**config.mk**
```make
export PLATFORM = sky130hd
export DESIGN_NAME = button_debouncer
export DESIGN_NICKNAME = d
export VERILOG_FILES = /design/src/rtl/debounce_pkg.sv /design/src/rtl/button_debouncer_sync_chain.sv /design/src/rtl/button_debouncer.sv
export SDC_FILE = /design/constraint.sdc
export NUM_CORES = 1
export LEC_CHECK = 0
export BUFFER_PORTS_ARGS = -buffer_cell sky130_fd_sc_hd__buf_2
export CAP_MARGIN = 5
export CORE_AREA = 3 3 40 42
export DETAILED_ROUTE_END_ITERATION = 10
export DIE_AREA = 0 0 43 45
export MAX_ROUTING_LAYER = met4
export PLACE_DENSITY = 0.44
export SLEW_MARGIN = 5
export SYNTH_ARGS = -nofsm -noshare
export SYNTH_HDL_FRONTEND = slang
export SYNTH_SLANG_ARGS = --single-unit
```
**constraint.sdc**
```tcl
create_clock -name clock -period 1.4 [get_ports clock]
set_clock_uncertainty 0.15 [all_clocks]
set_input_delay 0.07 -clock clock [delete_from_list [all_inputs] [get_ports clock]]
set_output_delay 0.07 -clock clock [all_outputs]
set_load 0.1 [all_outputs]
```
**src/rtl/debounce_pkg.sv**
```systemverilog
`default_nettype none
// ============================================================================
// Module  : debounce_pkg
// Purpose : Shared types and helpers for the push-button debouncer and any
//           later input-conditioning blocks that track a debounced state.
// Contents: db_state_t    - four-state debounce FSM encoding
//           cnt_width()   - width of a counter able to hold 0..stable_cycles
//           is_high_state - debounced level implied by an FSM state
// Revision: 1.0 - initial release
// ============================================================================
package debounce_pkg;

  typedef enum logic [1:0] {
    RELEASED        = 2'd0,
    PRESS_PENDING   = 2'd1,
    PRESSED         = 2'd2,
    RELEASE_PENDING = 2'd3
  } db_state_t;

  function automatic int cnt_width(input int stable_cycles);
    return $clog2(stable_cycles + 1);
  endfunction

  // The accepted level only flips once a pending state resolves, so a
  // release that is still pending keeps the button reported as pressed.
  function automatic logic is_high_state(input db_state_t s);
    return (s == PRESSED) || (s == RELEASE_PENDING);
  endfunction

endpackage
`default_nettype wire

```
**src/rtl/button_debouncer_sync_chain.sv**
```systemverilog
`default_nettype none
// ============================================================================
// Module  : sync_chain
// Purpose : Generic multi-flop synchronizer bringing an asynchronous single-bit
//           input into the clock domain. Async-reset to zero.
// Params  : STAGES  - number of flip-flops in the chain (>= 2)
// Ports   : clock   in  1  sampling clock (posedge)
//           reset   in  1  asynchronous, active-high, clears the chain
//           d_i     in  1  asynchronous input
//           q_o     out 1  synchronized output (last stage)
// Revision: 1.0 - initial release
// ============================================================================
module sync_chain #(
  parameter int STAGES = 2
) (
  input  logic clock,
  input  logic reset,
  input  logic d_i,
  output logic q_o
);

  logic [STAGES-1:0] sync_q;

  always_ff @(posedge clock or posedge reset) begin
    if (reset) begin
      sync_q <= '0;
    end else begin
      sync_q <= {sync_q[STAGES-2:0], d_i};
    end
  end

  assign q_o = sync_q[STAGES-1];

endmodule
`default_nettype wire

```
**src/rtl/button_debouncer.sv**
```systemverilog
`default_nettype none
// ============================================================================
// Module  : button_debouncer
// Purpose : Turns a raw, bouncing, asynchronous push-button into a clean
//           debounced level plus single-cycle press / release pulses.
// Params  : SYNC_STAGES    - synchronizer depth (>= 2)
//           STABLE_CYCLES  - identical synchronized samples needed to accept
//                            a change (>= 1)
// Ports   : clock        in  1  system clock (posedge)
//           reset        in  1  asynchronous, active-high
//           btn_in       in  1  raw button input
//           btn_level    out 1  debounced level (registered)
//           btn_press    out 1  one-cycle pulse on accepted 0->1 (registered)
//           btn_release  out 1  one-cycle pulse on accepted 1->0 (registered)
// Revision: 1.0 - initial release
// ============================================================================
module button_debouncer
  import debounce_pkg::*;
#(
  parameter int SYNC_STAGES   = 2,
  parameter int STABLE_CYCLES = 4
) (
  input  logic clock,
  input  logic reset,
  input  logic btn_in,
  output logic btn_level,
  output logic btn_press,
  output logic btn_release
);

  localparam int            CW       = cnt_width(STABLE_CYCLES);
  localparam logic [CW-1:0] CNT_ONE  = CW'(1);
  localparam logic [CW-1:0] CNT_LAST = CW'(STABLE_CYCLES - 1);
  localparam bit            SINGLE   = (STABLE_CYCLES == 1);

  logic          btn_sync;
  db_state_t     state_q, state_d;
  logic [CW-1:0] cnt_q, cnt_d;
  logic          level_q, level_d;
  logic          press_q, press_d;
  logic          release_q, release_d;

  sync_chain #(
    .STAGES (SYNC_STAGES)
  ) u_sync (
    .clock (clock),
    .reset (reset),
    .d_i   (btn_in),
    .q_o   (btn_sync)
  );

  always_ff @(posedge clock or posedge reset) begin
    if (reset) begin
      state_q   <= RELEASED;
      cnt_q     <= '0;
      level_q   <= 1'b0;
      press_q   <= 1'b0;
      release_q <= 1'b0;
    end else begin
      state_q   <= state_d;
      cnt_q     <= cnt_d;
      level_q   <= level_d;
      press_q   <= press_d;
      release_q <= release_d;
    end
  end

  always_comb begin
    state_d = state_q;
    cnt_d   = cnt_q;
    case (state_q)
      RELEASED: begin
        if (btn_sync) begin
          // With a one-sample stability window the first sample is enough.
          if (SINGLE) begin
            state_d = PRESSED;
            cnt_d   = '0;
          end else begin
            state_d = PRESS_PENDING;
            cnt_d   = CNT_ONE;
          end
        end
      end
      PRESS_PENDING: begin
        if (!btn_sync) begin
          state_d = RELEASED;
          cnt_d   = '0;
        end else if (cnt_q == CNT_LAST) begin
          state_d = PRESSED;
          cnt_d   = '0;
        end else begin
          cnt_d = cnt_q + CNT_ONE;
        end
      end
      PRESSED: begin
        if (!btn_sync) begin
          if (SINGLE) begin
            state_d = RELEASED;
            cnt_d   = '0;
          end else begin
            state_d = RELEASE_PENDING;
            cnt_d   = CNT_ONE;
          end
        end
      end
      RELEASE_PENDING: begin
        if (btn_sync) begin
          state_d = PRESSED;
          cnt_d   = '0;
        end else if (cnt_q == CNT_LAST) begin
          state_d = RELEASED;
          cnt_d   = '0;
        end else begin
          cnt_d = cnt_q + CNT_ONE;
        end
      end
      default: begin
        state_d = RELEASED;
        cnt_d   = '0;
      end
    endcase
  end

  // Pulses fire only when the accepted level actually flips; a bounce that
  // falls back from a pending state leaves the level untouched.
  always_comb begin
    level_d   = is_high_state(state_d);
    press_d   = !is_high_state(state_q) && (state_d == PRESSED);
    release_d = is_high_state(state_q) && (state_d == RELEASED);
  end

  assign btn_level   = level_q;
  assign btn_press   = press_q;
  assign btn_release = release_q;

endmodule
`default_nettype wire

```
Word level (Yosys, flattened, before mapping)

Cells that the tools add are included.

Register bits: 10
Input bits: 3
Output and inout bits: 3

Add/sub/neg operators: 1
Eq/ne operators: 8
Mux-type cells: 13
Reductions and logical operators: 8

Operator list:

| operator                                       | number |
|---|---|
| two-way mux 3 bit                              | 5 |
| two-way mux 2 bit                              | 6 |
| one-hot mux 3 bit (4 select lines)             | 1 |
| == test 2 bit (second input constant)          | 4 |
| one-hot mux 2 bit (4 select lines)             | 1 |
| zero test 2 bit                                | 2 |
| adder 3 x 1 -> 3 bit (second input constant)   | 1 |
| == test 3 x 2 -> 1 bit (second input constant) | 1 |
| == test 2 x 1 -> 1 bit (second input constant) | 1 |
| logical AND 1 bit                              | 2 |
| logical OR 1 bit                               | 2 |
| != test 2 x 1 -> 1 bit (second input constant) | 1 |
| != test 2 bit (second input constant)          | 1 |
| AND reduction 2 bit                            | 1 |
| zero test 1 bit                                | 1 |

Logic depth before layout (Yosys ltp)

Word-level depth: 6
Gate-level depth with buffers: 4

Modules after synthesis

A second synthesis with hierarchy kept.

Cell total of the unflattened synthesis: 28
Area total of the unflattened synthesis: 365.4 µm²

By module, submodules not included:

| module           | instances | cells each | area each (µm²) | seq. area each (µm²) |
|---|---|---|---|---|
| button_debouncer | 1         | 25         | 311.5           | 175.2 |
| sync_chain       | 1         | 3          | 53.8            | 50.0 |

Least setup slack after synthesis

No wires, ideal clock.

Path type: reg-to-reg
From: register state_q[1]
To: register cnt_q[1]
Setup time: 0.121 ns
Arrival time: 1.470 ns
Required time: 1.129 ns
Setup slack: -0.341 ns
Cell stages (with the launch flop): 4
Buffers on the path: 0
Cell sequence: dfrtp_1 xor2_2 nor2_1 a22o_1

Word-level cells in the longest chain between the ends: 3
Elaborated cells on any way between the ends: 8
Those cells by class: 5 x eq/ne; 1 x mux; 2 x reduce/logical

RTL lines:

| what                                                                     | line                   | RTL |
|---|---|---|
| from (decl)                                                              | button_debouncer.sv:37 | `db_state_t state_q, state_d;` |
| from (signal assigned)                                                   | button_debouncer.sv:60 | `state_q <= state_d;` |
| == test 2 bit / zero test 2 bit (equally long branches)                  | button_debouncer.sv:71 | `case (state_q)` |
| != test 2 bit (no line) / != test 2 x 1 -> 1 bit (equally long branches) | n/a                    |  |
| AND reduction 2 bit (no line)                                            | n/a                    |  |
| to (signal assigned)                                                     | button_debouncer.sv:61 | `cnt_q <= cnt_d;` |
| to (decl)                                                                | button_debouncer.sv:38 | `logic [CW-1:0] cnt_q, cnt_d;` |

Parallel ways exist; a longest one is shown, timed or not.
A chain may end at the register's enable or synchronous reset.

Worst setup path after layout

From: register cnt_q[0]
To: register state_q[1]

Word-level cells in the longest chain between the ends: 4
Elaborated cells on any way between the ends: 6
Those cells by class: 1 x eq/ne; 5 x mux

RTL lines:

| what                                   | line |
|---|---|
| == test 3 x 2 -> 1 bit (*)             | button_debouncer.sv:88, button_debouncer.sv:110 |
| two-way mux 2 bit (on tied branches)   | button_debouncer.sv:110, button_debouncer.sv:88 |
| two-way mux 2 bit (on tied branches)   | button_debouncer.sv:107, button_debouncer.sv:85 |
| one-hot mux 2 bit (4 select lines) (*) | button_debouncer.sv:71 |

Mark *: on every way between the ends. The rest lies on a longest branch, timed or not.

==> out/qor.csv <==
stage;metric;value;unit
status;status;complete, no violations;
sta;hold_viol_final;0;
yosys;ys_seq_area_share;63.2;%
clock_network;clkSlewWorstSetupHoldPaths;60;ps
sta;finalMaxSlewViolations;0;
clock_network;clk_latency;260;ps
routing;via_per_inst;4.42;
yosys;synth-edff-count;0;
routing;drt-total-wl;728;um
routing;drtAntennaViolNets;0;
pwr;p_leak;0.241;nW
final_layout;layout.filler_cells;128;
sta;relSlewSlack;67.7;%
sta;finalSetupViolations;0;
pwr;share_comb_of_total_power;43.0;%
pwr;power.density;2080;mW/mm^2
clock_network;cts_max_level;1;
clock_network;cts_tree;yes;
die;die_y;45;um
critical_path;r2r_slack;40;ps
die;die-area;0.00194;mm^2
sta;fin_hold_ws;156;ps
routing;wire_per_inst;12.8;um
clock_network;cts_root_buf;clkbuf_4;
pwr;swShare;38.8;%
yosys;yosysTopAreaCell;dfrtp_1;
final_layout;num_antenna_cells;0;
yosys;synthFlopType;dfrtp_1;
critical_path;r2r-end;state_q[1];
critical_path;reg2reg_from;cnt_q[0];
routing;vias;252;
grt;grt_pass1_wl;1080;um
critical_path;cp.required;1390;ps
sta;max_freq;0.737;GHz
routing;first_pass_iters;3;
pwr;power_frac_clock;18.5;%
yosys;synth_top_area_share;63.2;%
yosys;avgSynthCellArea;13.2;um^2
critical_path;cp_max_fo;2;
yosys;syn_inst;27;
sta;worst_pin_slew;488;ps
pwr;internal_power;0.661;mW
die;initial_core_util;27.8;%
yosys;synthMostInstantiatedCell;dfrtp_1;
sta;worst_slack;42.3;ps
routing;drtIter0Drc;3;
yosys;yosysWarnings;0;
yosys;yosys-top-cells-area;dfrtp_1, xor2_2, nor3b_1;
routing;drc;0;
yosys;ys_types;15;
place;port_buffers;5;
critical_path;start_kind;flop;
critical_path;critPathCaptureType;flop;
critical_path;r2r_cells;4;
final_layout;drive_gt1_share;50.0;%
place;pre_cts_slack;-12.9;ps
sta;min_period;1360;ps
yosys;synth_nets;31;
pwr;switching_power;0.419;mW
critical_path;critPathKind;reg -> reg;
sta;final.period_utilization;97.0;%
die;core.rowCount;13;
final_layout;finalNetCount;47;
grt;gr-usage-all-layers;8.09;%
worst_hold_path;hold_path_class;in -> async;
die;ioPinCount;6;
yosys;async_flop_share;100;%
grt;grt_pass1_vias;263;
pwr;worst_ir_drop_vdd;0.842;mV
yosys;synth-seq-cells;9;
die;coreArea;0.00128;mm^2
die;die-width;43;um
sta;finalSetupTns;0;ps
job;max-cap-violations;0;
yosys;netlist_area;357;um^2
yosys;synth_common_cells;dfrtp_1, nand2_1, nor2_1, nor3b_1, o21ai_0;
grt;grt_start_max_net_pins;10;
grt;grt_antenna_before_repair;0;
grt;overflow;0;
clock_network;ctsLongestPathBuffers;2;
pwr;seqPwrFrac;38.5;%
final_layout;syn2layout_area_growth;45.6;%
critical_path;cp.arrival;1350;ps
clock_network;cts_buffers;3;
place;gp_congestion;0.649;
place;hpwlAfterDp;417;um
clock_network;clock_sinks;9;
[layout by cell type, fill, tap and decap left out, drive strengths merged, types with 2 or more instances in the layout]
cell	Yosys	layout
dfrtp	9	9
buf	0	9
clkbuf	0	4
nor3b	2	2
nor2	2	2
dlygate4sd3	0	2
nand2	2	2
o21ai	2	2
[repair_timing]
| action | CTS | global route |
|---|---|---|
| setup buffers | 0 | 1 |
| hold endpoints to repair | 10 | 0 |
| hold buffers | 2 | 0 |
| resized for setup | 2 | 4 |
| endpoints found under the setup margin | 2 | 5 |
| pin swaps | 1 | 1 |
| cloned | 0 | 0 |
[cells by family after synthesis]
family                     synth area share, %
AOI/OAI and AO/OA                         7.37
buffers and inverters                     1.05
and+or+nand+nor                           17.2
adders and majority gates                 3.51
muxes                                     3.16
DFF                                       63.2
xor gates and xnor gates                  4.56
[power groups by stage]
| stage | registers [mW] | logic (mW) | clock network, mW |
|---|---|---|---|
| final | 0.416 | 0.465 | 0.200 |
| after global routing | 0.421 | 0.497 | 0.220 |
| after CTS | 0.404 | 0.434 | 0.204 |
| after detailed placement | 0.407 | 0.422 | 0 |
| after global placement | 0.404 | 0.411 | 0 |
| after floorplan | 0.516 | 0.158 | 0 |
[per-layer routing]
metal | GRT usage, % | vias up | wire length (um)
li1 | - | 120 | -
met1 | 8.52 | 125 | 314
met2 | 12.3 | 7 | 386
met3 | 2.39 | 0 | 27
met4 | 7.23 | 0 | 0
met5 | - | - | 0
[stage by stage]
step	total power, mW	utilization [%]	std cells	instance area [um^2]
after detailed placement	0.828	34.6	50	444
after CTS	1.04	38.4	56	493
after global placement	0.816	34.6	50	444
after floorplan	0.674	-	27	363
final	1.08	40.4	57	519
after global routing	1.14	40.4	57	519
[cell type report]
type,count,area [um^2],area share [%]
multi-input combinational,17,151,29.2
inverter,1,3.75,0.723
tap,15,18.8,3.61
sequential,9,229,44.1
clock buffer,4,26.3,5.06
timing repair buffer,11,90.1,17.3
[critical path, stage by stage (launching register included)]
cell	delay (ps)
dfrtp_1	390
ha_2	200
nor2b_4	130
nand2_2	80
mux2_4	290
[registers in the layout, summed over array words and instances, names as in the netlist]
name / cells
btn_press: 1
u_sync.sync_q: 2
btn_release: 1
state_q: 2
cnt_q: 3
[worst max path at each step]
stage	start	slack, ps	end
6_report	cnt_q[0]	40	state_q[1]
5_1_grt	cnt_q[0]	-40	btn_press
4_1_cts	cnt_q[1]	1	state_q[1]
3_5_place_dp	cnt_q[0]	-10	state_q[1]
3_3_place_gp	cnt_q[0]	20	state_q[1]
2_1_floorplan	cnt_q[0]	9	state_q[1]
Note: power is estimated with default switching activity, not from simulation.
